--- config.mk ---
export PLATFORM = sky130hd
export DESIGN_NAME = red_seq_unit
export DESIGN_NICKNAME = d
export VERILOG_FILES = /design/src/rtl/red_seq_unit.sv
export SDC_FILE = /design/constraint.sdc
export NUM_CORES = 1
export LEC_CHECK = 0
export CORE_MARGIN = 4
export CORE_UTILIZATION = 55
export DETAILED_ROUTE_END_ITERATION = 10
export GPL_ROUTABILITY_DRIVEN = 1
export GPL_TIMING_DRIVEN = 0
export PLACE_DENSITY = 0.84
export SYNTH_ARGS = -nofsm -noshare
export SYNTH_HDL_FRONTEND = slang
export SYNTH_SLANG_ARGS = --single-unit
--- constraint.sdc ---
create_clock -name clk -period 10.7 [get_ports clk]
set_clock_uncertainty 0.15 [all_clocks]
set_input_delay 1.07 -clock clk [delete_from_list [all_inputs] [get_ports clk]]
set_output_delay 1.07 -clock clk [all_outputs]
set_load 0.01 [all_outputs]
--- src/rtl/red_seq_unit.sv ---
// Multi-cycle lane reduction: sums every LANE_W-bit lane of A and B,
// LANES_PER_CYC lane pairs per clock, behind valid/ready handshakes.
module red_seq_unit #(
   parameter int DATA_W        = 16,
   parameter int LANE_W        = 4,
   parameter int LANES_PER_CYC = 2,
   parameter int OUT_W         = 16
) (
   input  logic              clk,
   input  logic              rst,
   input  logic              in_valid,
   output logic              in_ready,
   input  logic [DATA_W-1:0] in_a,
   input  logic [DATA_W-1:0] in_b,
   input  logic              in_signed,
   output logic              out_valid,
   input  logic              out_ready,
   output logic [OUT_W-1:0]  out_sum,
   output logic              busy
);

   localparam int NLANES = DATA_W / LANE_W;
   localparam int ACC_W  = LANE_W + 1 + $clog2(NLANES);
   localparam int IDX_W  = $clog2(NLANES + 1);
   localparam logic [IDX_W-1:0] STEP     = IDX_W'(LANES_PER_CYC);
   localparam logic [IDX_W-1:0] LAST_IDX = IDX_W'(NLANES - LANES_PER_CYC);

   generate
      if ((DATA_W % LANE_W != 0) || (NLANES % LANES_PER_CYC != 0) || (OUT_W < ACC_W)) begin : g_bad_cfg
         $error("red_seq_unit: illegal DATA_W/LANE_W/LANES_PER_CYC/OUT_W combination");
      end
   endgenerate

   typedef enum logic [1:0] {IDLE, ACCUM, DONE} state_t;

   state_t             state_q, state_d;
   logic [DATA_W-1:0]  a_q, a_d, b_q, b_d;
   logic               sgn_q, sgn_d;
   logic [ACC_W-1:0]   acc_q, acc_d;
   logic [IDX_W-1:0]   idx_q, idx_d;
   logic [OUT_W-1:0]   out_sum_q, out_sum_d;
   logic               out_valid_q, out_valid_d;

   logic [DATA_W-1:0]      a_sh, b_sh;
   logic [LANE_W-1:0]      lane_a, lane_b;
   logic [ACC_W-1:0]       acc_next;
   logic [OUT_W+ACC_W-1:0] sum_wide;

   function automatic logic [ACC_W-1:0] ext_lane(input logic [LANE_W-1:0] v, input logic s);
      return {{(ACC_W-LANE_W){s & v[LANE_W-1]}}, v};
   endfunction

   always_comb begin
      state_d     = state_q;
      a_d         = a_q;
      b_d         = b_q;
      sgn_d       = sgn_q;
      acc_d       = acc_q;
      idx_d       = idx_q;
      out_sum_d   = out_sum_q;
      out_valid_d = out_valid_q;

      // Current group of lanes is brought down to bit 0 before slicing.
      a_sh     = a_q >> (idx_q * LANE_W);
      b_sh     = b_q >> (idx_q * LANE_W);
      acc_next = acc_q;
      lane_a   = '0;
      lane_b   = '0;
      for (int j = 0; j < LANES_PER_CYC; j++) begin
         lane_a   = a_sh[j*LANE_W +: LANE_W];
         lane_b   = b_sh[j*LANE_W +: LANE_W];
         acc_next = acc_next + ext_lane(lane_a, sgn_q) + ext_lane(lane_b, sgn_q);
      end
      sum_wide = {{OUT_W{sgn_q & acc_next[ACC_W-1]}}, acc_next};

      case (state_q)
         IDLE: begin
            if (in_valid) begin
               a_d     = in_a;
               b_d     = in_b;
               sgn_d   = in_signed;
               acc_d   = '0;
               idx_d   = '0;
               state_d = ACCUM;
            end
         end
         ACCUM: begin
            acc_d = acc_next;
            idx_d = idx_q + STEP;
            if (idx_q == LAST_IDX) begin
               out_sum_d   = sum_wide[OUT_W-1:0];
               out_valid_d = 1'b1;
               state_d     = DONE;
            end
         end
         DONE: begin
            if (out_ready) begin
               out_valid_d = 1'b0;
               state_d     = IDLE;
            end
         end
         default: state_d = IDLE;
      endcase
   end

   always_ff @(posedge clk) begin
      if (rst) begin
         state_q     <= IDLE;
         a_q         <= '0;
         b_q         <= '0;
         sgn_q       <= 1'b0;
         acc_q       <= '0;
         idx_q       <= '0;
         out_sum_q   <= '0;
         out_valid_q <= 1'b0;
      end else begin
         state_q     <= state_d;
         a_q         <= a_d;
         b_q         <= b_d;
         sgn_q       <= sgn_d;
         acc_q       <= acc_d;
         idx_q       <= idx_d;
         out_sum_q   <= out_sum_d;
         out_valid_q <= out_valid_d;
      end
   end

   assign in_ready  = (state_q == IDLE);
   assign busy      = (state_q != IDLE);
   assign out_valid = out_valid_q;
   assign out_sum   = out_sum_q;

endmodule

## After elaboration in Yosys (flattened, before gate mapping)

Cells that the tools add are included.

| cells by class | value |
|---|---|
| $add $sub $neg | 5 |
| multiply operators | 0 |
| divide/modulo/power cells | 0 |
| $lt $le $gt $ge | 0 |
| equality and inequality tests | 6 |
| shift operators | 2 |
| muxes and demuxes | 11 |
| bitwise logic cells | 5 |
| reductions and logical operators | 9 |

Operator list:

| cell | count |
|---|---|
| $shr 16x5->8 | 2 |
| $add 7x7->7 | 4 |
| $pmux 7 s2 | 1 |
| $mux 7 | 1 |
| $mux 2 | 3 |
| $ne 2x2->1 const B | 3 |
| $pmux 2 s3 | 1 |
| $pmux 3 s2 | 1 |
| $reduce_and 2->1 | 3 |
| $reduce_and 3->1 | 2 |
| $reduce_bool 2->1 | 3 |
| $and 1x1->1 | 5 |
| $add 3x2->3 const B | 1 |
| $eq 3x2->1 const B | 1 |
| $mux 3 | 1 |
| $eq 2x1->1 const B | 1 |
| $eq 2x2->1 const B | 1 |
| $logic_not 2->1 | 1 |
| $mux 1 | 2 |
| $pmux 1 s2 | 1 |

| word-level totals | value |
|---|---|
| flip-flop bits (word level) | 54 |
| latch bits | 0 |
| RAM bits | 0 |
| bits in read-only memories | 0 |
| input port bits | 37 |
| output and inout bits | 19 |
| logic and storage cells | 46 |
| memories kept | 0 |

## Longest topological paths before layout

Gate-level depths: netlist of run 1.

| depth | value |
|---|---|
| depth after elaboration | 7 |
| mapped depth | 17 |
| mapped depth without buffers | 15 |

## Worst setup path before layout of run 1

No wires, ideal clock.

| path | value |
|---|---|
| path kind | reg-to-reg |
| from | reg idx_q[1] |
| to | reg out_sum_q[7] (netlist: out_sum[7]) |
| setup time | 0.096 ns |
| data arrival time | 4.240 ns |
| data required time | 10.454 ns |
| path slack | 6.214 ns |
| stages on the path, launching flop included | 17 |
| buffers on the path | 2 |
| clock period less this slack | 4.486 ns |
| path through | dfxtp_1 > buf_6 > clkbuf_1 > mux2_2 > nand2_1 > fa_1 > inv_1 > fa_1 > inv_1 > fa_1 > inv_1 > ha_1 > a211oi_1 > o21bai_1 > a21oi_1 > xnor3_1 > o41ai_2 |

| on the way | value |
|---|---|
| word-level cells in the longest chain between the ends | 7 |

RTL lines:

| what | line | RTL |
|---|---|---|
| start, declared | 40 | `logic [IDX_W-1:0] idx_q, idx_d;` |
| start signal, assigned | 122 | `idx_q <= idx_d;` |
| $shr 16x5->8 | 64 | `a_sh = a_q >> (idx_q * LANE_W);` |
| $and 1x1->1 | 50 | `return {{(ACC_W-LANE_W){s & v[LANE_W-1]}}, v};` |
| $add 7x7->7 (4 in a row) | 72 | `acc_next = acc_next + ext_lane(lane_a, sgn_q) + ext_lane(lane_b, sgn_q);` |
| $and 1x1->1 | 74 | `sum_wide = {{OUT_W{sgn_q & acc_next[ACC_W-1]}}, acc_next};` |
| end signal, assigned | 123 | `out_sum_q <= out_sum_d;` |
| end, declared | 41 | `logic [OUT_W-1:0] out_sum_q, out_sum_d;` |

Several ways; a longest one is shown, not always the timed one.
A chain may end at the register's enable or synchronous reset.

## Worst setup path after layout of run 1

Same ends and word-level chain as after synthesis.

==> impl_metrics.tcl, run 1 <==
set metrics [dict create \
    synthFlopType "dfxtp_1" \
    run_status "finished, final reports clean" \
    grt_pass1_wl_mm 10.7 \
    hpwl_mm 4.94 \
    numCtsBuffers 5 \
    end_kind "flop" \
    grt_max_degree 17 \
    synth_top_area_frac 0.363 \
    dieArea_sq_um 6540 \
    yosysWarnings 0 \
    tightest_slew_ns 0.621 \
    critPathRequiredTime_ns 10.77 \
    htreeDepth 2 \
    synthAdderAreaFrac 0.151 \
    place_ws_ns 5.80 \
    die_w_um 80.9 \
    start_util 0.568 \
    netlist_area_sq_um 2920 \
    routedWlPerCell_um 13.2 \
    io_buffers 54 \
    crit_type "reg2reg" \
    path_cells "buf_6 > clkbuf_1 > mux2_2 > nand2_1 > fa_1 > inv_1 > fa_1 > inv_1 > fa_1 > inv_1 > ha_1 > a211oi_1 > o21bai_1 > a21oi_1 > xnor3_1 > o41ai_2" \
    max-slew-margin-rel 0.586 \
    root_buffer "clkbuf_8" \
    syn_nets 416 \
    setup_viol 0 \
    vdd_drop_max_mv 0.111 \
    clk_pin_slew_ns 0.10 \
    slew_violations 0 \
    synthArstFlopShare 0 \
    layout_setup_ws_ns 5.68 \
    syn2layout_area_growth_pct 24.8 \
    reg2reg_slack_ns 5.68 \
    vias 2470 \
    yosys-top-cells-count "89 x nand2_1, 53 x dfxtp_1, 49 x a21oi_1" \
    routed_via_density 5.08 \
    p_leak_nw 1.45 \
    grt_pass1_vias 2413 \
    drt_pass1_iterations 4 \
    hold_depth 2 \
    yosysMostFrequentCell "nand2_1" \
    reg2reg_to "out_sum[7]" \
    max_freq_mhz 199 \
    rsz0062_at_grt "false" \
    synth_compound_area_frac 0.117 \
    synth_edf_count 0 \
    synth_simple_gate_area_frac 0.192 \
    startpoint_type "flop" \
    synth_top_family_by_area "simple AND/OR/NAND/NOR gates" \
    cts_setup_buffers 0 \
    cp_data_arrival_time_ns 5.09 \
    ys_seq_area_frac 0.363 \
    core_sq_um 5140 \
    diodes 0 \
    ys_types 36 \
    initialDrtViolationCount 125 \
    reg2regPathDepth 16 \
    reg2reg_from "idx_q[1]" \
    place_congestion 0.902 \
    cts_hold_buf 0 \
    slowest_stage "fa_1" \
    tns_ns 0 \
    io_pins 56 \
    drc 0 \
    max_stage_delay_ns 0.58 \
    cp_max_fo 10 \
    nets 477 \
    synthCells 354 \
    grt_overflow_total 0 \
    cts_tree "done" \
    cts.sinks 53 \
    wl_mm 6.42 \
    fin_crit_sh 0.469 \
    grt.total_usage 0.211 \
    period_minus_slack_ns 5.02 \
    die_h_um 80.9 \
    ys_seq_elements 53 \
    drv_cap 0 \
    hold_end "out_sum[0]" \
    power_density_nw_per_um2 130 \
    netlist_top_cells_area "dfxtp_1 36%, fa_1 12%, nand2_1 11%" \
    hold_path.class "reg2reg" \
    antenna_found_initial 0 \
    final_layout_size_suffix_gt1_frac 0.0673 \
    post_cts_resized 0 \
    clock_latency_ns 0.32 \
    num_rows 26 \
    finalHoldViolations 0 \
    synthXorXnorAreaFrac 0.0304 \
    ant_nets 0 \
    cts_buffer_depth 2 \
    synth_top_cell_by_area "dfxtp_1" \
    hold_start "out_sum[0]" \
    synthMuxAreaShare 0.0613 \
    syn_avg_cell_area_sq_um 8.25 \
]
[sequential cells by signal (all words and copies together) (netlist names)]
| register | flops |
|---|---|
| b_q | 16 |
| out_sum | 8 |
| idx_q | 2 |
| state_q | 2 |
| acc_q | 7 |
| sgn_q | 1 |
| out_valid | 1 |
| a_q | 16 |
[stage by stage]
| step | cell area (sq um) | utilization | std cells | power (mW) | hold WS (ns) |
|---|---|---|---|---|---|
| floorplan | 2920 | - | 354 | 0.316 | 0.283 |
| global placement | 3550 | 0.690 | 478 | 0.353 | 0.292 |
| detailed placement | 3550 | 0.690 | 478 | 0.358 | 0.297 |
| CTS | 3640 | 0.709 | 486 | 0.478 | 0.310 |
| global route | 3640 | 0.709 | 486 | 0.503 | 0.329 |
| finish | 3640 | 0.709 | 486 | 0.475 | 0.307 |
[critical path: cells and delay by family, from the launching register on]
family	cells	cell delay (ns)
flops	1	0.36
mux	1	0.27
compound gates	4	0.77
buf+inv	5	0.83
fa+ha+maj	4	1.95
simple gates	1	0.07
xor+xnor	1	0.49
[report_power, final]
group | leakage, nW | internal (mW) | switching, mW
Sequential | 0.433 | 0.210 | 0.00787
Clock | 0.0512 | 0.0525 | 0.0664
Combinational | 0.966 | 0.0625 | 0.0754
[per-layer routing]
layer  up-vias  share of wire  GRT usage
met3        11          0.055     0.0510
met2        74           0.48      0.356
met5         -              0          0
li1       1248              -          -
met1      1137           0.45      0.265
met4         0          0.015     0.0709
[layout make-up]
class / instances / area, sq um
buffer: 27 / 139
fill: 464 / 1500
multi-input combinational: 245 / 1610
clock buffer: 6 / 82.6
inverter: 29 / 109
clock inverter: 2 / 13.8
sequential: 53 / 1060
timing repair buffer: 54 / 541
tap: 70 / 87.6
[layout by cell type (no fill, tap or decap), drive strengths merged]
master,instances
nand3,7
clkinv,3
nor3,2
nand3b,2
or3,2
nand2b,2
dfxtp,53
a31oi,2
ha,8
xnor3,2
o21bai,1
inv,28
mux2i,10
nand4b,1
a21o,1
nand2,89
nor2,22
o21ai,3
nor2b,2
o31ai,2
xor2,1
fa,17
a211oi,2
or2,2
nor3b,2
xnor2,4
clkdlybuf4s50,54
buf,12
mux2,7
o41ai,1
clkbuf,21
o21a,1
a21oi,49
and2,1
[worst max-delay path by stage]
stage | from | to | slack [ns] | depth (start not counted)
after global routing | idx_q[1] | out_sum[7] | 5.41 | 16
after global placement | idx_q[1] | acc_q[6] | 5.83 | 16
after floorplan | idx_q[1] | out_sum[7] | 6.21 | 16
after CTS | idx_q[1] | out_sum[7] | 5.71 | 16
final | idx_q[1] | out_sum[7] | 5.68 | 16
after detailed placement | idx_q[1] | acc_q[6] | 5.80 | 16
[cell families (layout without fill, tap and decap cells)]
logic type,after synthesis,count (layout)
AO/OA/AOI/OAI,62,62
AND/OR/NAND/NOR,134,134
buffers and inverters,56,118
multiplexers,17,17
flip-flops,53,53
XOR/XNOR,7,7
adder cells (fa/ha/maj),25,25
No activity file was read; power rests on OpenSTA's default activity.
==> run 2: changes to the inputs <==
- CORE_UTILIZATION: 55 -> 52
- PLACE_DENSITY: 0.84 -> 0.8
- clock period: 10.7 -> 5.1 ns (I/O delays scaled with it)
==> run 2 against run 1 <==
Compared with the run above: largest cell class unchanged; largest power group unchanged; die area up 5.2%; global-route usage down 2.1 points; maximum frequency up 10%; highest routed layer unchanged.
==> impl_metrics.tcl, run 2 (synthesis results as in run 1) <==
set metrics [dict create \
    crit_type "reg2reg" \
    fin_crit_sh 0.891 \
    syn2layout_area_growth_pct 24.3 \
    final_layout_size_suffix_gt1_frac 0.0627 \
    num_rows 27 \
    final_common_cell "nand2_1" \
    nets 476 \
    diodes 0 \
    comb_power_share 0.291 \
    hold_path.class "reg2reg" \
    core_sq_um 5470 \
    power_density_nw_per_um2 268 \
    routed_via_density 4.96 \
    max_freq_mhz 220 \
    fin_area_sq_um 3630 \
    clk_pin_slew_ns 0.09 \
    place_ws_ns 0.145 \
    cts_tree "done" \
    die_w_um 82.9 \
    end_kind "flop" \
    tightest_slew_ns 0.574 \
    hold_ws_ns 0.305 \
    grtUsageMet2 0.310 \
    grt_overflow_total 0 \
    dp_cells 480 \
    die_h_um 82.9 \
    drt_pass1_iterations 4 \
    seqPwrFrac 0.471 \
    grt_pass1_vias 2384 \
    cp_data_arrival_time_ns 4.61 \
    rsz0062_at_grt "false" \
    max-slew-margin-rel 0.617 \
    routedWlPerCell_um 12.9 \
    grt_use_met3 0.0496 \
    initialDrtViolationCount 126 \
    cts_buffer_depth 2 \
    top_usage_layer "met2" \
    p_leak_nw 1.44 \
    run_status "finished, final reports clean" \
    numCtsBuffers 5 \
    slew_violations 0 \
    p_sw_mw 0.305 \
    setup_viol 0 \
    hpwl_mm 5.02 \
    post_cts_resized 0 \
    fin_cells 487 \
    critPathRequiredTime_ns 5.17 \
    antenna_found_initial 0 \
    grt_pass1_wl_mm 10.7 \
    grt_util_met1 0.243 \
    startpoint_type "flop" \
    grt.total_usage 0.190 \
    dieArea_sq_um 6880 \
    vdd_drop_max_mv 0.149 \
    place_area_sq_um 3550 \
    cts.sinks 53 \
    switching_share 0.313 \
    ant_nets 0 \
    period_minus_slack_ns 4.54 \
    grt_max_degree 16 \
    fillers 499 \
    layout_setup_ws_ns 0.558 \
    io_buffers 54 \
    wl_mm 6.28 \
    clock_latency_ns 0.31 \
    io_pins 56 \
    clkPwrFrac 0.238 \
    start_util 0.534 \
    htreeDepth 2 \
    drc 0 \
    cp_max_fo 10 \
    place_congestion 0.891 \
    root_buffer "clkbuf_8" \
    drv_cap 0 \
    finalHoldViolations 0 \
    most-common-layout-cells "89 x nand2_1, 54 x clkdlybuf4s50_1, 53 x dfxtp_1, 49 x a21oi_1, 28 x inv_1" \
    vias 2414 \
    tns_ns 0 \
    p_int_mw 0.669 \
]
==> run 2: cell count changes in the layout (fill, tap and decap cells not counted) <==
cell and delta:
clkbuf_8 -1, clkinv_2 -1, clkinv_4 -1, clkbuf_1 +1
clkinvlp_4 +1
==> run 2: power groups by stage <==
stage          clock [mW]  sequential, mW  combinational [mW]
6_report            0.232           0.458               0.284
5_1_grt             0.257           0.462               0.329
4_1_cts             0.239           0.458               0.286
3_5_place_dp            0           0.468               0.284
3_3_place_gp            0           0.467               0.275
2_1_floorplan           0           0.465               0.197
==> run 2: routing by layer <==
layer / vias up / routed length, um
met5: - / 0
met4: 0 / 115
met3: 9 / 362
met2: 63 / 2900
met1: 1098 / 2900
li1: 1244 / -
==> run 2: final cells by class <==
class / count / area [sq um] / area share
repair buffers: 54 / 541 / 0.149
flip-flops and latches: 53 / 1060 / 0.292
well taps: 72 / 90.1 / 0.0248
multi-input cells: 245 / 1610 / 0.444
inverters: 29 / 109 / 0.0300
clock inverters: 1 / 7.51 / 0.00207
clock buffers: 7 / 76.3 / 0.0210
plain buffers: 26 / 135 / 0.0372
==> run 2: stage by stage <==
step | utilization | power (mW)
final | 0.663 | 0.974
after global routing | 0.663 | 1.05
after CTS | 0.664 | 0.983
after detailed placement | 0.649 | 0.752
after global placement | 0.649 | 0.742
after floorplan | - | 0.662
==> run 2: final timing paths <==
path,from,to,slack [ns],depth (start not counted)
setup reg to reg,idx_q[2],out_sum[6],0.56,13
setup / recovery,idx_q[2],out_sum[6],0.56,13
hold / removal,out_sum[4],out_sum[4],0.31,2
hold reg to reg,out_sum[4],out_sum[4],0.31,2
==> run 2: critical path: stages, from the launching register on <==
cell,delay (ns)
dfxtp_1,0.42
clkbuf_1,0.34
clkinv_1,0.31
nand2_1,0.16
fa_1,0.45
fa_1,0.46
fa_1,0.57
inv_1,0.06
ha_1,0.30
a211oi_1,0.26
o21bai_1,0.11
a21oi_1,0.17
xnor3_1,0.48
o31ai_1,0.21
==> run 2: repair_timing <==
item                                    4_1_cts  5_1_grt
endpoints found under the hold margin         0        0
hold buffers                                  0        0
endpoints found under the setup margin        0        3
setup buffers                                 0        0
==> run 3: changes to the inputs <==
- SLEW_MARGIN: unset -> 10
==> results of run 3 <==
Final layout, timing and power as in run 2 (identical DEF).
